[config.mk]
export PLATFORM = sky130hd
export DESIGN_NAME = uart_frame_rx
export DESIGN_NICKNAME = d
export VERILOG_FILES = /design/src/rtl/uart_frame_pkg.sv /design/src/rtl/uart_frame_tmo.sv /design/src/rtl/uart_frame_rx.sv
export SDC_FILE = /design/constraint.sdc
export NUM_CORES = 1
export LEC_CHECK = 0
export CAP_MARGIN = 0
export CORE_AREA = 2 2 103 105
export CTS_BUF_LIST = sky130_fd_sc_hd__clkbuf_4 sky130_fd_sc_hd__clkbuf_8
export DETAILED_ROUTE_END_ITERATION = 12
export DIE_AREA = 0 0 105 107
export PLACE_DENSITY_LB_ADDON = 0.05
export SLEW_MARGIN = 10
export SYNTH_ARGS = -nofsm -noshare
export SYNTH_HDL_FRONTEND = slang
export SYNTH_SLANG_ARGS = --single-unit
[constraint.sdc]
create_clock -name clk -period 2.5 [get_ports clk]
set_input_delay 0.375 -clock clk [delete_from_list [all_inputs] [get_ports clk]]
set_output_delay 0.375 -clock clk [all_outputs]
set_load 0.02 [all_outputs]
[src/rtl/uart_frame_pkg.sv]
// Shared types and constants for the uart frame parser (RX side, reusable on TX).
package uart_frame_pkg;

    typedef enum logic [1:0] {
        HUNT    = 2'd0,
        LEN     = 2'd1,
        PAYLOAD = 2'd2,
        CHK     = 2'd3
    } state_t;

    localparam logic [1:0] ERR_NONE = 2'd0;
    localparam logic [1:0] ERR_CHK  = 2'd1;
    localparam logic [1:0] ERR_LEN  = 2'd2;
    localparam logic [1:0] ERR_TMO  = 2'd3;

    localparam logic [7:0] SOF_DEFAULT = 8'hA5;

    // Running checksum is a plain modulo-256 sum.
    function automatic logic [7:0] chk_add(input logic [7:0] acc, input logic [7:0] b);
        return acc + b;
    endfunction

endpackage

[src/rtl/uart_frame_tmo.sv]
// Inter-byte gap counter: counts idle cycles while armed, flags expiry on the last one.
module uart_frame_tmo #(
    parameter int TIMEOUT_CYCLES = 50000
) (
    input  logic clk,
    input  logic rst_n,
    input  logic clr,
    input  logic run,
    output logic expired
);

    localparam int GW = $clog2(TIMEOUT_CYCLES + 1);

    logic [GW-1:0] gap_reg, gap_next;

    always_comb begin
        gap_next = gap_reg;
        if (clr) begin
            gap_next = '0;
        end else if (run) begin
            gap_next = gap_reg + GW'(1);
        end
    end

    // Expiry is the cycle that would make the count reach TIMEOUT_CYCLES.
    assign expired = run && !clr && (gap_reg == GW'(TIMEOUT_CYCLES - 1));

    always_ff @(posedge clk or negedge rst_n) begin
        if (!rst_n) begin
            gap_reg <= '0;
        end else begin
            gap_reg <= gap_next;
        end
    end

endmodule

[src/rtl/uart_frame_rx.sv]
// Frame parser behind the uart RX FIFO: SOF, LEN, payload, CHK -> valid/ready stream + status pulse.
module uart_frame_rx
    import uart_frame_pkg::*;
#(
    parameter logic [7:0] SOF            = SOF_DEFAULT,
    parameter int         MAX_LEN        = 64,
    parameter int         TIMEOUT_CYCLES = 50000
) (
    input  logic       clk,
    input  logic       rst_n,
    output logic       o_rxfifo_ren,
    input  logic       i_rxfifo_empty,
    input  logic [7:0] i_rxfifo_rdata,
    output logic       o_valid,
    input  logic       i_ready,
    output logic [7:0] o_data,
    output logic       o_last,
    output logic       o_frame_done,
    output logic       o_frame_ok,
    output logic [1:0] o_err_code
);

    state_t     state_reg, state_next;
    logic [7:0] len_reg, len_next;
    logic [7:0] cnt_reg, cnt_next;
    logic [7:0] chk_reg, chk_next;
    logic       done_reg, done_next;
    logic       ok_reg, ok_next;
    logic [1:0] err_reg, err_next;

    logic       rxfifo_ren;
    logic       pay_valid;
    logic       pay_last;
    logic       tmo_clr;
    logic       tmo_run;
    logic       tmo_expired;

    assign pay_valid = (state_reg == PAYLOAD) && !i_rxfifo_empty;
    assign pay_last  = pay_valid && (cnt_reg == len_reg - 8'd1);

    always_comb begin
        state_next = state_reg;
        len_next   = len_reg;
        cnt_next   = cnt_reg;
        chk_next   = chk_reg;
        done_next  = 1'b0;
        ok_next    = ok_reg;
        err_next   = err_reg;
        rxfifo_ren = 1'b0;

        case (state_reg)
            HUNT: begin
                rxfifo_ren = !i_rxfifo_empty;
                if (rxfifo_ren && (i_rxfifo_rdata == SOF)) begin
                    state_next = LEN;
                    chk_next   = 8'd0;
                end
            end
            LEN: begin
                rxfifo_ren = !i_rxfifo_empty;
                if (rxfifo_ren) begin
                    len_next = i_rxfifo_rdata;
                    cnt_next = 8'd0;
                    chk_next = chk_add(chk_reg, i_rxfifo_rdata);
                    if (i_rxfifo_rdata == 8'd0) begin
                        state_next = CHK;
                    end else if (i_rxfifo_rdata > 8'(MAX_LEN)) begin
                        state_next = HUNT;
                        done_next  = 1'b1;
                        ok_next    = 1'b0;
                        err_next   = ERR_LEN;
                    end else begin
                        state_next = PAYLOAD;
                    end
                end else if (tmo_expired) begin
                    state_next = HUNT;
                    done_next  = 1'b1;
                    ok_next    = 1'b0;
                    err_next   = ERR_TMO;
                end
            end
            PAYLOAD: begin
                rxfifo_ren = !i_rxfifo_empty && i_ready;
                if (rxfifo_ren) begin
                    cnt_next = cnt_reg + 8'd1;
                    chk_next = chk_add(chk_reg, i_rxfifo_rdata);
                    if (pay_last) begin
                        state_next = CHK;
                    end
                end else if (tmo_expired) begin
                    state_next = HUNT;
                    done_next  = 1'b1;
                    ok_next    = 1'b0;
                    err_next   = ERR_TMO;
                end
            end
            CHK: begin
                rxfifo_ren = !i_rxfifo_empty;
                if (rxfifo_ren) begin
                    state_next = HUNT;
                    done_next  = 1'b1;
                    if (chk_add(chk_reg, i_rxfifo_rdata) == 8'd0) begin
                        ok_next  = 1'b1;
                        err_next = ERR_NONE;
                    end else begin
                        ok_next  = 1'b0;
                        err_next = ERR_CHK;
                    end
                end else if (tmo_expired) begin
                    state_next = HUNT;
                    done_next  = 1'b1;
                    ok_next    = 1'b0;
                    err_next   = ERR_TMO;
                end
            end
            default: begin
                state_next = HUNT;
            end
        endcase
    end

    // Gap counter is held clear while hunting, so entering LEN starts it from zero.
    assign tmo_clr = rxfifo_ren || (state_reg == HUNT);
    assign tmo_run = (state_reg != HUNT) && i_rxfifo_empty;

    uart_frame_tmo #(
        .TIMEOUT_CYCLES (TIMEOUT_CYCLES)
    ) u_tmo (
        .clk     (clk),
        .rst_n   (rst_n),
        .clr     (tmo_clr),
        .run     (tmo_run),
        .expired (tmo_expired)
    );

    always_ff @(posedge clk or negedge rst_n) begin
        if (!rst_n) begin
            state_reg <= HUNT;
            len_reg   <= 8'd0;
            cnt_reg   <= 8'd0;
            chk_reg   <= 8'd0;
            done_reg  <= 1'b0;
            ok_reg    <= 1'b0;
            err_reg   <= ERR_NONE;
        end else begin
            state_reg <= state_next;
            len_reg   <= len_next;
            cnt_reg   <= cnt_next;
            chk_reg   <= chk_next;
            done_reg  <= done_next;
            ok_reg    <= ok_next;
            err_reg   <= err_next;
        end
    end

    // Pop strobe is gated by reset so a non-empty FIFO is never drained while held in reset.
    assign o_rxfifo_ren = rxfifo_ren && rst_n;
    assign o_valid      = pay_valid;
    assign o_data       = pay_valid ? i_rxfifo_rdata : 8'd0;
    assign o_last       = pay_last;
    assign o_frame_done = done_reg;
    assign o_frame_ok   = ok_reg;
    assign o_err_code   = err_reg;

endmodule

==> reports/metrics.yaml <==
ios: 27
numCtsBuffers: 5
worst_setup_path_start_kind: "register"
seq_area_frac_synth_pct: 38.66
drc_errors: 0
place_inst: 540
grt_pass1_vias: 2777
rsz0062_at_grt: "yes"
ant_nets: 0
wl_per_cell_um: 14.79
drt-initial-drc-count: 124
clockBufferDepth: 2
setup.worst_path.end_class: "primary output"
netlist_area_mm2: 0.002978
largest_register_ffs: 16
synth_edf_count: 0
skew_ns: 0.01615
muxShareOfSynthArea_pct: 3.025
yosysWarningCount: 0
crit_path_max_fanout: 4
period_share_pct: 102.4
routabilityCongestion: 0.7891
finalCriticalPeriod_ns: 2.559
netSwitchingFraction_pct: 41.55
cts_hold_buffers: 0
internal_power_mw: 2.202
async_reset_ff_share_pct: 100.0
fillers: 1063
hold_viol_final: 0
finalSetupViolCount: 1
initial_core_util_pct: 29.51
fin_setup_tns_ns: -0.05883
irDropWorstVdd_mv: 0.3839
p_leak_nw: 1.838
share_comb_of_total_power_pct: 58.7
clk_latency_ns: 0.32
status: "finished with violations"
cp.required_ns: 2.12
synthXorXnorAreaFrac_pct: 5.882
io_buffers: 26
worstMarginPinSlew_ns: 0.6376
hp-class: "in2async"
die_h_um: 107
via_count: 2714
overflow: 0
fmax_mhz: 390.8
row_count: 37
synth_top_family_by_area: "simple AND/OR/NAND/NOR gates"
via_per_inst: 4.890
ys_types: 53
core_mm2: 0.01009
yosys_register_bits: 46
synthAdderAreaFrac_pct: 6.975
hpwl_um: 5968
antenna_found_initial: 0
grt_usage_pct: 15.51
die_w_um: 105
final_max_slew_viol_count: 0
yosys.area_share.simple_pct: 24.71
dieArea_mm2: 0.01124
slew_headroom_pct: 57.49
synth_fp_nets: 364
crit_arrival_ns: 2.18
critical_path_class: "reg2out"
clkPwrFrac_pct: 13.3
stdcell_area_mm2: 0.004036
power.density_mw_per_mm2: 933.3
cts_tree: "done"
violations: "negative setup slack"
wl_um: 8207
maxCapViolCount: 0
first_pass_iters: 4
clkTransAtPathRegs_ns: 0.11
syn2layout_area_growth_pct: 35.55
setup_slack_ns: -0.05883
final_cells: 555
synth_compound_area_share_pct: 17.94
layout.nets: 446
synthCells: 336
p_switching_mw: 1.565
dpl_cell_area_mm2: 0.003775
drive_above_1_share_pct: 24.11
n_antenna_cell: 0
cts_num_sinks: 46
pwr-share-seq_pct: 28.0
synthFlopType: "dfrtp_1"
grt_max_degree: 47
clock-root-buffer: "clkbuf_8"
cts-htree-levels: 2
syn-mean-instance-area_um2: 8.863
grt_pass1_wl_um: 13890
[metal layers]
metal	wire, um	track usage (%)	share of wire, %
met5	0	0	0
met1	4008	20.71	49
met3	250	2.492	3.0
met2	3853	26.02	47
met4	94	4.286	1.1
[cells by family (layout without fill, tap and decap cells)]
group / after synthesis / after routing
fa+ha+maj: 16 / 16
flops: 46 / 46
buf+inv: 22 / 105
mux: 8 / 8
compound gates: 82 / 82
xor+xnor: 20 / 20
simple gates: 142 / 142
[worst max-delay path: stages (launching register included)]
cell and delay [ns]:
dfrtp_1 0.41, buf_6 0.13, inv_2 0.06, ha_4 0.15
nand2b_4 0.06, o211a_1 0.22, o31ai_2 0.22, nand4_1 0.17
nor4_2 0.27, buf_4 0.19
[power groups by stage]
stage,Combinational [mW],Sequential [mW],Clock (mW)
after floorplan,1.14,1.07,0
after CTS,2.03,1.04,0.527
after detailed placement,1.99,1.05,0
final,2.21,1.06,0.501
after global routing,2.47,1.09,0.558
after global placement,1.99,1.05,0
[synth_stat cells (all sizes together), types with 2 or more instances]
cell / count / area, um^2
nand2: 40 / 150.1
and2: 9 / 56.30
or3: 3 / 18.77
or4: 4 / 33.78
nor4: 4 / 25.02
xnor2: 6 / 52.55
o22ai: 3 / 18.77
nor2b: 3 / 18.77
and3: 7 / 43.79
a22o: 3 / 26.28
clkbuf: 11 / 41.29
o21bai: 2 / 15.01
a31oi: 5 / 31.28
and4: 2 / 17.52
and3b: 2 / 17.52
nand2b: 6 / 37.54
o21ai: 36 / 180.2
ha: 15 / 187.7
nand4: 10 / 62.56
xor2: 14 / 122.6
o211ai: 4 / 30.03
nor3: 6 / 30.03
nor2: 28 / 105.1
nor3b: 4 / 30.03
o211a: 2 / 20.02
o31ai: 4 / 43.79
a211oi: 4 / 35.03
inv: 10 / 37.54
a32o: 2 / 20.02
nand3b: 2 / 18.77
nand3: 9 / 45.04
a21oi: 8 / 40.04
mux2: 8 / 90.09
dfrtp: 46 / 1151
[path summary, 6_finish.rpt]
check | start | endpoint | slack, ns | cells past startpoint
worst max-delay path | len_reg[0] | o_last | -0.06 | 9
worst min-delay path | rst_n | u_tmo.gap_reg[2] | 0.21 | 2
worst max register to register | chk_reg[0] | o_err_code[0] | 0.25 | 7
worst min register to register | u_tmo.gap_reg[9] | u_tmo.gap_reg[9] | 0.48 | 1
max in group asynchronous | rst_n | state_reg[1] | 1.87 | 2
min in group clk | u_tmo.gap_reg[9] | u_tmo.gap_reg[9] | 0.48 | 1
[stage by stage]
stage,hold WS (ns),power [mW],utilization [%],setup slack [ns]
after floorplan,0.07941,2.216,-,0.0006051
after global placement,0.4741,3.045,37.40,-0.4597
after detailed placement,0.4737,3.049,37.40,-0.5391
final,0.2065,3.767,40.00,-0.05883
after CTS,0.2369,3.597,38.61,-0.1420
after global routing,0.2625,4.115,40.00,-0.2119
[layout by cell type (no fill, tap or decap), types with 4 or more instances in the layout]
master            n
a31oi_1           5
nand4_1          10
and2_1            9
nor2_1           28
xnor2_1           6
inv_1             8
clkdlybuf4s50_1  13
and3_1            7
nand2b_1          4
a21oi_1           7
nor3b_1           4
dfrtp_1          46
nor3_1            6
buf_4            59
xor2_1           13
nand2_1          40
dlygate4sd2_1     9
ha_1             12
nand3_1           9
o211ai_1          4
o21ai_1           4
mux2_2            8
clkbuf_8          5
o21ai_0          32
[area by class of cell]
type | count | area [um^2] | share of cell area, %
multi-input combinational | 268 | 1857 | 46.00
sequential | 46 | 1151 | 28.52
timing repair buffer | 87 | 724.4 | 17.95
tap | 136 | 170.2 | 4.216
clock buffer | 5 | 68.82 | 1.705
inverter | 10 | 40.04 | 0.9919
clock inverter | 3 | 25.02 | 0.6200
[repair_timing]
item	CTS	global route
setup buffers	1	6
gates resized for setup	23	20
pin swaps	1	7
endpoints found under the setup margin	12	11
gates cloned	0	0
No activity file was read; power rests on OpenSTA's default activity.
